File: src/rtl/aurora_wb_burst_master.sv
// Aurora UFC command/data streams to Wishbone single and incrementing-burst accesses.
// Build with AURORA_WB_WRITE_STATUS_EN defined to emit one status word per write command.
//
// state     | meaning
// ----------+----------------------------------------------------------------
// IDLE      | waiting for a command (writes also wait for their first word)
// ISSUE     | current beat on Wishbone; cyc held low between beats and retries
// READ_RESP | read word (or ERR_WORD) held on m_resp until accepted
// DRAIN     | write aborted, consuming the remaining beats' data words
// STATUS    | write status word held on m_resp until accepted (status build)
// DONE      | one-cycle s_addr_tready pulse, then back to IDLE
module aurora_wb_burst_master #(
    parameter int          ADDR_BITS      = 25,
    parameter int          TIMEOUT_CYCLES = 255,
    parameter int          RETRY_MAX      = 3,
    parameter logic [31:0] ERR_WORD       = 32'hBADACCE5
) (
    input  logic                 aclk,
    input  logic                 aresetn,
    input  logic [31:0]          s_addr_tdata,
    input  logic                 s_addr_tvalid,
    output logic                 s_addr_tready,
    input  logic [31:0]          s_data_tdata,
    input  logic                 s_data_tvalid,
    output logic                 s_data_tready,
    output logic [31:0]          m_resp_tdata,
    output logic                 m_resp_tvalid,
    input  logic                 m_resp_tready,
    output logic                 wb_cyc_o,
    output logic                 wb_stb_o,
    output logic                 wb_we_o,
    output logic [ADDR_BITS-1:0] wb_adr_o,
    output logic [31:0]          wb_dat_o,
    output logic [3:0]           wb_sel_o,
    input  logic [31:0]          wb_dat_i,
    input  logic                 wb_ack_i,
    input  logic                 wb_err_i,
    input  logic                 wb_rty_i
);

    typedef enum logic [2:0] {
        S_IDLE      = 3'd0,
        S_ISSUE     = 3'd1,
        S_READ_RESP = 3'd2,
        S_DRAIN     = 3'd3,
`ifdef AURORA_WB_WRITE_STATUS_EN
        S_STATUS    = 3'd5,
`endif
        S_DONE      = 3'd4
    } state_t;

`ifdef AURORA_WB_WRITE_STATUS_EN
    localparam state_t S_WR_END = S_STATUS;
`else
    localparam state_t S_WR_END = S_DONE;
`endif

    localparam logic [31:0] TO_LAST     = 32'(TIMEOUT_CYCLES - 1);
    localparam logic [31:0] RETRY_LIMIT = 32'(RETRY_MAX);

    state_t      state;
    logic        rd;
    logic        abort;
    logic [4:0]  beats_left;
    logic [31:0] retry_cnt;
    logic [31:0] to_cnt;
`ifdef AURORA_WB_WRITE_STATUS_EN
    logic [3:0]  beats_done;
    logic [1:0]  cause;
`endif

    logic timeout_hit;
    logic rty_ok;
    logic beat_fail;
    logic beat_end;
    logic unused_cmd_bits;

    // Only part of the command word is decoded (bits [1:0] and any bits above the address).
    assign unused_cmd_bits = ^s_addr_tdata;

    assign wb_stb_o = wb_cyc_o;
    assign wb_dat_o = s_data_tdata;

    // Termination priority is ack > err > rty; timeout only counts on a silent cycle.
    always_comb begin
        timeout_hit = (TIMEOUT_CYCLES != 0) && (to_cnt == TO_LAST);
        rty_ok      = wb_rty_i && (retry_cnt < RETRY_LIMIT);
        beat_fail   = !wb_ack_i &&
                      (wb_err_i || (wb_rty_i && !rty_ok) || (!wb_rty_i && timeout_hit));
        beat_end    = wb_ack_i || beat_fail;
    end

    always_ff @(posedge aclk) begin
        if (!aresetn) begin
            state         <= S_IDLE;
            rd            <= 1'b0;
            abort         <= 1'b0;
            beats_left    <= 5'd0;
            retry_cnt     <= 32'd0;
            to_cnt        <= 32'd0;
            s_addr_tready <= 1'b0;
            s_data_tready <= 1'b0;
            m_resp_tvalid <= 1'b0;
            m_resp_tdata  <= 32'd0;
            wb_cyc_o      <= 1'b0;
            wb_we_o       <= 1'b0;
            wb_adr_o      <= '0;
            wb_sel_o      <= 4'h0;
`ifdef AURORA_WB_WRITE_STATUS_EN
            beats_done    <= 4'd0;
            cause         <= 2'd0;
`endif
        end else begin
            s_addr_tready <= 1'b0;
            s_data_tready <= 1'b0;
            case (state)
                S_IDLE: begin
                    // s_addr_tready still high means the last command is just being consumed
                    if (s_addr_tvalid && !s_addr_tready && (s_addr_tdata[31] || s_data_tvalid)) begin
                        rd         <= s_addr_tdata[31];
                        beats_left <= {1'b0, s_addr_tdata[30:27]} + 5'd1;
                        wb_adr_o   <= {s_addr_tdata[ADDR_BITS-1:2], 2'b00};
                        wb_we_o    <= !s_addr_tdata[31];
                        wb_sel_o   <= s_addr_tdata[31] ? 4'h0 : 4'hF;
                        abort      <= 1'b0;
                        retry_cnt  <= 32'd0;
                        to_cnt     <= 32'd0;
`ifdef AURORA_WB_WRITE_STATUS_EN
                        beats_done <= 4'd0;
                        cause      <= 2'd0;
`endif
                        state      <= S_ISSUE;
                    end
                end
                S_ISSUE: begin
                    if (!wb_cyc_o) begin
                        // a word whose tready is high right now belongs to the previous beat
                        if (rd || (s_data_tvalid && !s_data_tready))
                            wb_cyc_o <= 1'b1;
                    end else if (beat_end) begin
                        wb_cyc_o   <= 1'b0;
                        retry_cnt  <= 32'd0;
                        to_cnt     <= 32'd0;
                        wb_adr_o   <= wb_adr_o + ADDR_BITS'(4);
                        beats_left <= beats_left - 5'd1;
                        if (beat_fail)
                            abort <= 1'b1;
`ifdef AURORA_WB_WRITE_STATUS_EN
                        cause <= wb_ack_i ? 2'd0 : wb_err_i ? 2'd1 : wb_rty_i ? 2'd2 : 2'd3;
                        if (!rd && !beat_fail)
                            beats_done <= beats_done + 4'd1;
`endif
                        if (rd) begin
                            m_resp_tdata  <= beat_fail ? ERR_WORD : wb_dat_i;
                            m_resp_tvalid <= 1'b1;
                            state         <= S_READ_RESP;
                        end else begin
                            s_data_tready <= 1'b1;
                            if (beats_left == 5'd1)
                                state <= S_WR_END;
                            else if (beat_fail)
                                state <= S_DRAIN;
                        end
                    end else if (rty_ok) begin
                        wb_cyc_o  <= 1'b0;
                        retry_cnt <= retry_cnt + 32'd1;
                        to_cnt    <= 32'd0;
                    end else begin
                        to_cnt <= to_cnt + 32'd1;
                    end
                end
                S_READ_RESP: begin
                    if (m_resp_tready) begin
                        m_resp_tvalid <= 1'b0;
                        state <= (beats_left != 5'd0 && !abort) ? S_ISSUE : S_DONE;
                    end
                end
                S_DRAIN: begin
                    if (beats_left == 5'd0) begin
                        state <= S_WR_END;
                    end else if (s_data_tvalid && !s_data_tready) begin
                        s_data_tready <= 1'b1;
                        beats_left    <= beats_left - 5'd1;
                    end
                end
`ifdef AURORA_WB_WRITE_STATUS_EN
                S_STATUS: begin
                    if (!m_resp_tvalid) begin
                        m_resp_tdata  <= {abort, beats_done, 25'd0, cause};
                        m_resp_tvalid <= 1'b1;
                    end else if (m_resp_tready) begin
                        m_resp_tvalid <= 1'b0;
                        state         <= S_DONE;
                    end
                end
`endif
                S_DONE: begin
                    s_addr_tready <= 1'b1;
                    state         <= S_IDLE;
                end
                default: state <= S_IDLE;
            endcase
        end
    end

endmodule
File: config.mk
export PLATFORM = sky130hd
export DESIGN_NAME = aurora_wb_burst_master
export DESIGN_NICKNAME = d
export VERILOG_FILES = /design/src/rtl/aurora_wb_burst_master.sv
export SDC_FILE = /design/constraint.sdc
export NUM_CORES = 1
export LEC_CHECK = 0
export BUFFER_PORTS_ARGS = -buffer_cell sky130_fd_sc_hd__buf_2
export CAP_MARGIN = 20
export CORE_MARGIN = 3
export CORE_UTILIZATION = 28
export DETAILED_ROUTE_END_ITERATION = 6
export GPL_TIMING_DRIVEN = 0
export PLACE_DENSITY = 0.54
export SYNTH_ARGS = -nofsm -noshare
export SYNTH_HDL_FRONTEND = slang
export SYNTH_SLANG_ARGS = --single-unit
File: constraint.sdc
create_clock -name aclk -period 2.7 [get_ports aclk]
set_input_delay 0.54 -clock aclk [delete_from_list [all_inputs] [get_ports aclk]]
set_output_delay 0.54 -clock aclk [all_outputs]
set_load 0.01 [all_outputs]
==> metrics.cfg <==
[run_status]
outcome = finished, final reports clean

[routing]
drt_first_iter_violations = 538
drt_first_pass_iters = 4
wire_per_inst_um = 16.5
routed-via-count = 6702
routed_wl_mm = 21.7
route.detailed.drc = 0
antenna_left = 0
viasPerCell = 5.10

[worst_setup_path]
worstPathArrival_ns = 2.85
cp-start-kind = flop
setup.worst_path.class = reg -> reg
timing.critical_path.required_ns = 3.01
crit_family = compound AO/OA/AOI/OAI gates
r2r_slack_ns = 0.16
path_cells = inv_1, ha_1, nor4b_2, and3_1, a31oi_4, o21ai_2, and3_1, buf_2, buf_2, o221a_2
cp-end-kind = flop
critPathBufInv = 3
crit_fanout = 10
timing.critical_path.slowest_cell_delay_ns = 0.39
cpMaxStageDelayCell = sky130_fd_sc_hd__dfxtp_1

[placed_design]
place.port_buffers = 164
place_worst_setup_slack_ns = -0.00709
weighted_congestion_reported_at_the_end_of_routability_driven_placement = 0.840
dpl.hpwl_mm = 16.1
place_area_mm2 = 0.00792

[global_routing]
gr-usage-all-layers_pct = 16.2
leftover_overflow_at_the_end_of_global_routing = 0
grt_pass1_wl_mm = 33.9
first_global_vias = 6249
grt_start_max_net_pins = 20
antenna_found_initial = 2

[floorplanning]
die_y_um = 161
floorplan.core_area_mm2 = 0.0231
top_level_ports = 203
initial_core_util_pct = 29.1
num_rows = 55
die_area_mm2 = 0.0258
die-width_um = 161

[clock_tree]
worst_skew_pair.late_latency_ns = 0.42
clock_tree_from_tritoncts = built
clock-sinks = 134
cts_hold_buf = 0
path_clk_slew_ns = 0.06
clock_tree_root_buffer_cell = sky130_fd_sc_hd__clkbuf_16
clockBufferDepth = 2
inserted_clock_buffers = 17
htree_levels = 4

[power]
power.switching_fraction_pct = 28.0
p_leak_nw = 3.53
p_comb_share_pct = 15.6
netSwitchingPower_mw = 1.48
peakVddDrop_mv = 0.394
clock_network_fraction_of_design_power_pct = 44.2
power_per_cell_area_mw_per_mm2 = 621
seq_power_share_pct = 40.2
p_int_mw = 3.82

[synth]
number_of_flip_flops_and_latches_in_the_synthesized_netlist = 134
synth_area_mm2 = 0.00670
largest_cells_by_area_after_synthesis = sky130_fd_sc_hd__dfxtp_1, sky130_fd_sc_hd__nand2_1, sky130_fd_sc_hd__buf_4
synth.top_cell.area_share_pct = 40.0
synth_top_flop_cell = sky130_fd_sc_hd__dfxtp_1
fraction_of_registers_with_async_set_reset_pct = 0
synth_edf_count = 0
syn-instance-count = 803
post-synth-top-count-cell = sky130_fd_sc_hd__dfxtp_1
ys_seq_area_share_pct = 40.0
postSynthAreaPerCell_um2 = 8.34
synth.largest_area_cell = sky130_fd_sc_hd__dfxtp_1
post_synth_most_frequent_cells = sky130_fd_sc_hd__dfxtp_1, sky130_fd_sc_hd__nand2_1, sky130_fd_sc_hd__nor2_1
synthesis.yosys.warnings = 0
synthDistinctLibCells = 65

[sta]
final-max-slew-violation-count = 0
final_min_period_over_clock_period_pct = 94.2
worst_pin_slew_ns = 0.763
clock_skew_ns = 0.0106
finalWorstSetupSlack_ns = 0.156
period_minus_slack_ns = 2.54
max-slew-margin-rel_pct = 49.2
fin_worst_hold_slack_ns = 0.338
max_clock_freq_mhz = 393
final.setup.tns_ns = 0
unrepaired_setup_endpoints_after_global_routing = no
setup_violations = 0
hold_viol = 0

[layout]
multiInputGateArea_mm2 = 0.00346
drive_above_1_share_pct = 29.7
filler_cell_count = 2420
final_net_count = 1098
area_delta_synth_final_pct = 27.4
area_taken_by_flip_flops_and_latches_mm2 = 0.00268
layout.cell_area.non_filler_mm2 = 0.00853

[job]
cap_violations = 0

[min_path]
class_of_the_worst_hold_path = in -> reg

## sequential cells by signal, summed over array words and instances, names as in the netlist
name,count
abort,1
beats_left,5
m_resp_tdata,32
m_resp_tvalid,1
rd,1
retry_cnt,32
s_addr_tready,1
s_data_tready,1
state,3
to_cnt,32
wb_adr_o,23
wb_cyc_o,1
wb_sel_o,1
## cell usage in the layout, fill, tap and decap left out, types with 26 or more instances in the layout
master and n:
sky130_fd_sc_hd__buf_2 179, sky130_fd_sc_hd__nor2_1 71, sky130_fd_sc_hd__nand2_1 81, sky130_fd_sc_hd__nand3_1 28, sky130_fd_sc_hd__and3_1 27, sky130_fd_sc_hd__a31oi_1 26, sky130_fd_sc_hd__dfxtp_1 134, sky130_fd_sc_hd__clkbuf_1 31
sky130_fd_sc_hd__o21ai_0 32, sky130_fd_sc_hd__buf_4 41
## power groups by stage
stage / logic, mW / registers (mW) / clock network (mW)
floorplan: 0.498 / 2.17 / 0
global placement: 0.822 / 2.17 / 0
detailed placement: 0.819 / 2.17 / 0
CTS: 0.818 / 2.13 / 2.40
global route: 0.907 / 2.14 / 2.49
finish: 0.827 / 2.13 / 2.34
## cell families (layout without fill, tap and decap cells)
logic type	count (synthesis)	after routing	synth area share, %
other cells	1	3	0.0560
compound gates	202	202	21.9
flops	134	134	40.0
xor+xnor	22	22	2.88
mux	4	4	0.598
buf+inv	109	304	8.63
simple gates	324	324	24.6
fa+ha+maj	7	7	1.31
## stage by stage
step	util [%]	std cells	power, mW
after floorplan	-	804	2.67
after global placement	34.3	1281	3.00
after detailed placement	34.3	1281	2.99
after CTS	36.9	1311	5.35
after global routing	37.0	1313	5.54
final	37.0	1313	5.30
## metal layers
| layer | vias to the layer above | track usage, % | part of all wire (%) |
|---|---|---|---|
| li1 | 3305 | - | - |
| met4 | 2 | 4.58 | 1.0 |
| met1 | 3166 | 22.4 | 47 |
| met5 | - | 0 | 0.060 |
| met3 | 20 | 3.74 | 5.8 |
| met2 | 209 | 25.4 | 46 |
## what timing repair did
item                       CTS  global route
pin swaps                    0             1
buffers inserted             0             1
setup endpoints to repair    3            38
gates resized for setup      1            13
## final cells by class
type                            instances  share of cell area, %
Sequential cell                       134                   31.4
Tap cell                              313                   4.59
Antenna cell                            1                 0.0293
Clock inverter                         12                   1.80
Inverter                               18                  0.792
Buffer                                 90                   6.01
Clock buffer                           19                   5.07
Multi-Input combinational cell        561                   40.6
Timing Repair Buffer                  165                   9.71
## path summary, 6_finish.rpt
path	start	end	cells past startpoint
max	to_cnt[0]	m_resp_tdata[19]	10
min	s_addr_tdata[31]	wb_sel_o[2]	2
max reg2reg	to_cnt[0]	m_resp_tdata[19]	10
min reg2reg	m_resp_tvalid	m_resp_tvalid	1
(Power assumes the default switching activity.)
